File: config.mk
export PLATFORM = sky130hd
export DESIGN_NAME = res_packer
export DESIGN_NICKNAME = d
export VERILOG_FILES = /design/src/rtl/res_packer.sv
export SDC_FILE = /design/constraint.sdc
export NUM_CORES = 1
export LEC_CHECK = 0
export ABC_AREA = 1
export BUFFER_PORTS_ARGS = -buffer_cell sky130_fd_sc_hd__buf_4
export CAP_MARGIN = 20
export CORE_MARGIN = 8
export CORE_UTILIZATION = 51
export CTS_CLUSTER_DIAMETER = 60
export CTS_CLUSTER_SIZE = 30
export DETAILED_ROUTE_END_ITERATION = 6
export PLACE_DENSITY_LB_ADDON = 0.1
export SYNTH_ARGS = -nofsm -noshare
export SYNTH_HDL_FRONTEND = slang
export SYNTH_SLANG_ARGS = --single-unit
File: constraint.sdc
create_clock -name clk -period 3 [get_ports clk]
set_input_delay 0.6 -clock clk [delete_from_list [all_inputs] [get_ports clk]]
set_output_delay 0.6 -clock clk [all_outputs]
set_load 0.03 [all_outputs]
File: src/rtl/res_packer.sv
// Result-map reader: thresholds 8-bit DT distances and packs 16 pixels per word
// (pixel 16k+0 in bit 15) onto a valid/ready stream, counting foreground pixels.
module res_packer #(
   parameter int N_WORDS = 1024,
   parameter int AW      = 14,
   parameter int WAW     = 10
) (
   input  logic           clk,
   input  logic           reset,
   input  logic           start,
   input  logic [7:0]     thr,
   output logic           res_rd,
   output logic [AW-1:0]  res_addr,
   input  logic [7:0]     res_di,
   output logic           out_valid,
   input  logic           out_ready,
   output logic [WAW-1:0] out_addr,
   output logic [15:0]    out_data,
   output logic [AW:0]    fg_count,
   output logic           busy,
   output logic           done
);

   typedef enum logic [2:0] {IDLE, READ, LAST, OUT, DONE} state_t;

   localparam logic [WAW-1:0] LAST_WORD = WAW'(N_WORDS - 1);

   state_t         state_q, state_d;
   logic [3:0]     pix_q, pix_d;
   logic [WAW-1:0] word_q, word_d;
   logic [15:0]    shift_q, shift_d;
   logic [AW:0]    fg_q, fg_d;
   logic [7:0]     thr_q, thr_d;
   logic           rd_q, rd_d;
   logic           res_rd_q, res_rd_d;
   logic [AW-1:0]  res_addr_q, res_addr_d;
   logic           out_valid_q, out_valid_d;
   logic [WAW-1:0] out_addr_q, out_addr_d;
   logic [15:0]    out_data_q, out_data_d;
   logic           busy_q, busy_d;
   logic           done_q, done_d;
   logic           pix_bit;

   assign pix_bit = (res_di >= thr_q);

   // NOTE: every _d starts from a default so no path through this block infers a latch.
   always_comb begin
      state_d     = state_q;
      pix_d       = pix_q;
      word_d      = word_q;
      shift_d     = shift_q;
      fg_d        = fg_q;
      thr_d       = thr_q;
      rd_d        = res_rd_q;
      res_rd_d    = 1'b0;
      res_addr_d  = '0;
      out_valid_d = out_valid_q;
      out_addr_d  = out_addr_q;
      out_data_d  = out_data_q;
      busy_d      = busy_q;
      done_d      = done_q;

      // res_di belongs to the read issued one cycle earlier
      if (rd_q) begin
         shift_d = {shift_q[14:0], pix_bit};
         if (pix_bit) begin
            fg_d = fg_q + (AW+1)'(1);
         end
      end

      case (state_q)
         IDLE, DONE: begin
            if (start) begin
               state_d    = READ;
               thr_d      = thr;
               word_d     = '0;
               pix_d      = '0;
               fg_d       = '0;
               done_d     = 1'b0;
               busy_d     = 1'b1;
               res_rd_d   = 1'b1;
               res_addr_d = '0;
            end
         end
         READ: begin
            if (pix_q == 4'd15) begin
               state_d = LAST;
            end else begin
               pix_d      = pix_q + 4'd1;
               res_rd_d   = 1'b1;
               res_addr_d = AW'({word_q, pix_q + 4'd1});
            end
         end
         LAST: begin
            state_d     = OUT;
            out_valid_d = 1'b1;
            out_addr_d  = word_q;
            out_data_d  = shift_d;
         end
         OUT: begin
            if (out_ready) begin
               out_valid_d = 1'b0;
               out_addr_d  = '0;
               out_data_d  = '0;
               if (word_q == LAST_WORD) begin
                  state_d = DONE;
                  busy_d  = 1'b0;
                  done_d  = 1'b1;
               end else begin
                  state_d    = READ;
                  word_d     = word_q + WAW'(1);
                  pix_d      = '0;
                  res_rd_d   = 1'b1;
                  res_addr_d = AW'({word_q + WAW'(1), 4'd0});
               end
            end
         end
         default: state_d = IDLE;
      endcase
   end

   // NOTE: sequential state is written only with non-blocking assignments.
   always_ff @(posedge clk or posedge reset) begin
      if (reset) begin
         state_q     <= IDLE;
         pix_q       <= '0;
         word_q      <= '0;
         shift_q     <= '0;
         fg_q        <= '0;
         thr_q       <= '0;
         rd_q        <= 1'b0;
         res_rd_q    <= 1'b0;
         res_addr_q  <= '0;
         out_valid_q <= 1'b0;
         out_addr_q  <= '0;
         out_data_q  <= '0;
         busy_q      <= 1'b0;
         done_q      <= 1'b0;
      end else begin
         state_q     <= state_d;
         pix_q       <= pix_d;
         word_q      <= word_d;
         shift_q     <= shift_d;
         fg_q        <= fg_d;
         thr_q       <= thr_d;
         rd_q        <= rd_d;
         res_rd_q    <= res_rd_d;
         res_addr_q  <= res_addr_d;
         out_valid_q <= out_valid_d;
         out_addr_q  <= out_addr_d;
         out_data_q  <= out_data_d;
         busy_q      <= busy_d;
         done_q      <= done_d;
      end
   end

   assign res_rd    = res_rd_q;
   assign res_addr  = res_addr_q;
   assign out_valid = out_valid_q;
   assign out_addr  = out_addr_q;
   assign out_data  = out_data_q;
   assign fg_count  = fg_q;
   assign busy      = busy_q;
   assign done      = done_q;

endmodule
Word-level counts from Yosys, hierarchy flattened
Index checks and enable logic that the tools add are counted.
{"block": "classes", "add_sub_neg": 3, "mul": 0, "n_div": 0, "n_lt_le_gt_ge": 1, "n_eq_ne": 12, "shifts": 0, "muxes": 42, "n_bitwise": 0, "reduce_logical": 11}
{"cell": "2-to-1 mux 15 bit", "n": 4}
{"cell": "2-to-1 mux 14 bit", "n": 3}
{"cell": "2-to-1 mux 10 bit", "n": 4}
{"cell": "one-hot mux 10 bit (2 select lines)", "n": 2}
{"cell": "2-to-1 mux 16 bit", "n": 2}
{"cell": "one-hot mux 16 bit (2 select lines)", "n": 1}
{"cell": "one-hot mux 14 bit (2 select lines)", "n": 1}
{"cell": "2-to-1 mux 4 bit", "n": 4}
{"cell": "adder 15 x 1 -> 15 bit, second input constant", "n": 1}
{"cell": "2-to-1 mux 3 bit", "n": 4}
{"cell": "inequality test 2 bit, second input constant", "n": 6}
{"cell": "one-hot mux 3 bit (4 select lines)", "n": 1}
{"cell": "one-hot mux 4 bit (3 select lines)", "n": 1}
{"cell": "2-to-1 mux 1 bit", "n": 11}
{"cell": "adder 10 x 1 -> 10 bit, second input constant", "n": 1}
{"cell": "== test 10 bit, second input constant", "n": 1}
{"cell": "greater-or-equal comparator 8 bit", "n": 1}
{"cell": "AND reduction 4 bit", "n": 2}
{"cell": "== test 3 x 2 -> 1 bit, second input constant", "n": 2}
{"cell": "one-hot mux 1 bit (2 select lines)", "n": 3}
{"cell": "AND reduction 5 bit", "n": 1}
{"cell": "adder 4 x 1 -> 4 bit, second input constant", "n": 1}
{"cell": "== test 4 bit, second input constant", "n": 1}
{"cell": "AND reduction 2 bit", "n": 2}
{"cell": "other kinds (8)", "n": 9}
{"block": "totals", "ff_bits": 101, "latch_bits": 0, "mem_bits_rw": 0, "mem_bits_ro": 0, "input_bits": 20, "out_inout_bits": 59, "wordCells": 83, "mem_count": 0}

Depth between registers and ports, before layout
{"block": "depth", "ltp_word": 5, "mapped_depth": 13, "mapped_depth_nobuf": 13}

Worst setup path after synthesis
OpenSTA, ideal clock, no wires.
{"block": "synth_timing", "kind": "input to register", "from": "input res_di[1]", "to": "register fg_q[4], in the netlist fg_count[4]", "setup_time_ps": 120, "arrival_time_ps": 1758, "required_time_ps": 2880, "slack_ps": 1122, "cell_stages": 11, "path_buffers": 1, "path_cell_list": "ha_1 nand2_1 nand3_1 nand2_1 nand2_1 nand2_1 nand2_1 buf_2 nand3_1 o21ai_0 nor2_1"}
{"block": "synth_via", "elab_chain_len": 5}
{"item": "start: declaration", "line_no": "14", "source": "input logic [7:0] res_di,"}
{"item": "greater-or-equal comparator 8 bit *", "line_no": "44", "source": "assign pix_bit = (res_di >= thr_q);"}
{"item": "2-to-1 mux 15 bit *", "line_no": "66", "source": "if (pix_bit) begin"}
{"item": "2-to-1 mux 15 bit *", "line_no": "64", "source": "if (rd_q) begin"}
{"item": "2-to-1 mux 15 bit", "line_no": "73", "source": "if (start) begin"}
{"item": "2-to-1 mux 15 bit *", "line_no": "71", "source": "case (state_q)"}
{"item": "via fg_d[4]", "line_no": "32", "source": "logic [AW:0] fg_q, fg_d;"}
{"item": "end signal: assignment", "line_no": "144", "source": "fg_q <= fg_d;"}
{"item": "end: declaration", "line_no": "32"}
The timed path passes the listed nets; every way through them passes the cells marked *.
A chain may end at the register's enable or synchronous reset.

Worst setup path in the final report
{"block": "layout_timing", "from": "register thr_q[0]", "to": "register fg_q[9], in the netlist fg_count[9]"}
{"block": "layout_via", "elab_chain_len": 5}
{"item": "start: declaration", "line_no": "33", "source": "logic [7:0] thr_q, thr_d;"}
{"item": "start signal: assignment", "line_no": "145", "source": "thr_q <= thr_d;"}
{"item": "greater-or-equal comparator 8 bit *", "line_no": "44"}
{"item": "2-to-1 mux 15 bit *", "line_no": "66"}
{"item": "2-to-1 mux 15 bit *", "line_no": "64"}
{"item": "2-to-1 mux 15 bit", "line_no": "73"}
{"item": "2-to-1 mux 15 bit *", "line_no": "71"}
{"item": "via fg_d[9]", "line_no": "32"}
Marks and branches as above.

==> metrics.md <==
| Metric | Value |
|---|---|
| Routing usage on met3 | `3.76%` |
| Mapped Nets | `574` |
| Reg2reg end | `fg_count[9]$_DFF_PP0_` |
| Fin. Hold Viols | `0` |
| Worst EP required | `3290 ps` |
| Hold Crit Class | `in -> async` |
| Initial antenna violation count | `0` |
| R2R setup slack | `1030 ps` |
| Yosys Warn Count | `0` |
| Data arrival time of the critical path | `2260 ps` |
| Highest clock rate | `0.506 GHz` |
| Most used cell, CP | `nand2_1` |
| DR pass1 iterations | `4` |
| Routed WL | `10400 microns` |
| Die span in x | `112 microns` |
| Worst clock skew | `12.5 ps` |
| Wirelength per Cell | `14.1 microns` |
| Synthesized flop and latch total | `101` |
| Actual slew at the worst max-slew pin | `775 ps` |
| Core ar. | `0.00911 sq mm` |
| CTS Hold Bufs | `0` |
| Outcome | `finished, final reports clean` |
| Headroom to the max-slew limit | `48.2%` |
| Area post-placement | `0.00539 sq mm` |
| CTS Buf Count | `9` |
| Clk pwr share | `19.4%` |
| Crit start category | `flop` |
| CTS sink count | `101` |
| Worst VDD drop | `0.000546 V` |
| Gr ovfl total | `0` |
| Vias post-DR | `3770` |
| Die area | `0.0125 sq mm` |
| Worst reg-to-reg path cell count | `11` |
| Clock tree buffer depth | `2` |
| Vias in the first global route | `3720` |
| Share of layout cells above drive strength 1 | `22.0%` |
| Synthesized instance count | `543` |
| # rows | `35` |
| Period minus WS final | `1970 ps` |
| Clock insertion delay at the later pin of the skew report | `360 ps` |
| # setup viols final | `0` |
| # nets final | `653` |
| Pleak | `2.89 nW` |
| CP Cell Sequence | `ha_1 > nand2_1 > nand3_1 > nand2_1 > nand2_1 > nand2_1 > nand2_1 > nand2_1 > o21ai_0 > nand2_1 > nor2_1` |
| Synth cell types | `31` |
| Syn Area/Cell | `8.66 sq um` |
| Clock transition at path regs | `110 ps` |
| GR peak layer | `met2` |
| Psw | `0.00198 W` |
| Setup Buffers After CTS | `0` |
| Crit Path Class | `reg -> reg` |
| CP max FO | `11` |
| Met2 usage | `27.7%` |
| Fin area | `0.00561 sq mm` |
| ANT nets after route | `0` |
| Aggregate global-route resource usage | `16.9%` |
| Top Family by Delay on Critical Path | `simple AND/OR/NAND/NOR gates` |
| MaxCap Viol Count | `0` |
| Post-synthesis sequential area ratio | `53.8%` |
| Mapped Area | `0.00470 sq mm` |
| Die H | `112 microns` |
| Finished Core Util | `61.5%` |
| Initial Utilization | `51.6%` |
| Setup TNS | `0 ps` |
| Ports | `79` |
| Post-cts gate resize count | `0` |
| CTS tree | `done` |
| Cell Int Power | `0.00274 W` |
| Layout area overhead | `19.2%` |
| Drt drc | `0` |
| DRT iter0 DRCs | `212` |
| Htree depth | `3` |
| Power Dens Cells | `841 mW/mm^2` |
| Final HPWL DP | `7420 microns` |
| Total power | `0.00471 W` |
| CP startpoint | `thr_q[0]$_DFFE_PP0P_` |
| Vias per cell | `5.11` |
| Endpoint class of the critical path | `flop` |
| Commonest non-fill, non-tap cells in the layout | `nand2_1, dfrtp_1, buf_4, inv_1, nand3_1` |
| RD Place Congestion | `0.867` |
| Root buffer cell | `clkbuf_8` |
| Slowest CP cell | `dfrtp_1` |
| RSZ-0062 raised after global routing | `no` |
| # diodes | `0` |
| Port buffer count | `78` |
| Count of final max-slew check failures | `0` |
| Buf/Inv on CP | `0` |
| Commonest non-fill, non-tap cell in the layout | `nand2_1` |
| GR Util met1 | `21.9%` |
| Switching power share of the total | `41.9%` |
| Logic pwr share | `40.2%` |
| Pin count of the biggest net entering global routing | `51` |
| Slowest stage delay, CP | `410 ps` |
| Final Cycle Share | `65.8%` |
| First-pass GRT wire length | `17700 microns` |
| Sequential group share of total power | `40.3%` |
| Reg-to-reg critical path startpoint | `thr_q[0]$_DFFE_PP0P_` |
-- metrics by stage --
| stage | setup WS, ps | std cells | hold slack [ps] |
|---|---|---|---|
| global placement | 791 | 722 | 377 |
| CTS | 1010 | 738 | 381 |
| finish | 1030 | 738 | 359 |
| global route | 811 | 738 | 410 |
| detailed placement | 703 | 722 | 380 |
| floorplan | 1120 | 543 | 438 |
-- power by group through the flow --
stage | clock, W | combinational, W | sequential [W]
after floorplan | 0 | 0.00106 | 0.00221
after global placement | 0 | 0.00188 | 0.00192
after detailed placement | 0 | 0.00191 | 0.00193
after CTS | 0.000944 | 0.00192 | 0.00190
after global routing | 0.000977 | 0.00212 | 0.00194
final | 0.000916 | 0.00190 | 0.00190
-- how the worst max path moves through the flow --
| stage | end | slack (ps) | cells past startpoint |
|---|---|---|---|
| finish | fg_count[9]$_DFF_PP0_ | 1030 | 11 |
| global placement | fg_count[9]$_DFF_PP0_ | 790 | 12 |
| global route | fg_count[9]$_DFF_PP0_ | 810 | 12 |
| floorplan | fg_count[4]$_DFF_PP0_ | 1120 | 11 |
| detailed placement | fg_count[9]$_DFF_PP0_ | 700 | 12 |
| CTS | fg_count[9]$_DFF_PP0_ | 1010 | 11 |
-- synthesized netlist by cell type --
master | count | share of area (%)
nor2_2 | 3 | 0.40
nand4_1 | 15 | 2.0
o21bai_2 | 2 | 0.48
buf_2 | 7 | 0.75
o211ai_2 | 1 | 0.27
nand3_4 | 1 | 0.37
buf_4 | 1 | 0.16
buf_6 | 3 | 0.72
inv_1 | 68 | 5.4
nand2_1 | 134 | 11
nand3_2 | 2 | 0.43
o22ai_2 | 1 | 0.27
or2_2 | 2 | 0.27
ha_1 | 11 | 2.9
o21ai_1 | 7 | 0.75
nor2_8 | 1 | 0.43
o21ai_2 | 6 | 1.1
nand2_2 | 5 | 0.67
nor3_1 | 5 | 0.53
inv_2 | 7 | 0.56
nor2_1 | 34 | 2.7
o21a_1 | 1 | 0.16
nor3_4 | 1 | 0.35
o31ai_1 | 2 | 0.32
clkbuf_1 | 5 | 0.40
dfrtp_1 | 101 | 54
a21oi_1 | 15 | 1.6
nor2_4 | 4 | 0.96
o21ai_0 | 46 | 4.9
nand2_4 | 1 | 0.24
nand3_1 | 51 | 5.4
-- logic make-up after synthesis --
kind of cell	Yosys count	share of synthesized area, %
flip-flops	101	53.8
buffers and inverters	91	8.01
AO/OA/AOI/OAI	81	9.85
adder cells (fa/ha/maj)	11	2.93
AND/OR/NAND/NOR	259	25.5
-- area by class of cell --
class / count / area, sq um
clock buffers: 10 / 138
clock inverters: 6 / 75.1
fillers: 814 / 3500
inverters: 75 / 285
multi-input cells: 351 / 1800
flip-flops and latches: 101 / 2530
well taps: 111 / 139
repair buffers: 84 / 643
-- sequential cells by signal, indices dropped and copies added (netlist names), 3 cells and up --
name	cells
word_q	10
out_data	16
shift_q	16
out_addr	10
state_q	3
thr_q	8
pix_q	4
fg_count	15
res_addr	14
-- per-layer routing --
| metal | share of wire [%] | vias up | wire length [microns] |
|---|---|---|---|
| met5 | 0 | - | 0 |
| met4 | 0.91 | 0 | 95 |
| met3 | 4.3 | 8 | 448 |
| met2 | 48 | 65 | 4960 |
| met1 | 47 | 1786 | 4910 |
| li1 | - | 1911 | - |
Note: power is estimated with default switching activity, not from simulation.
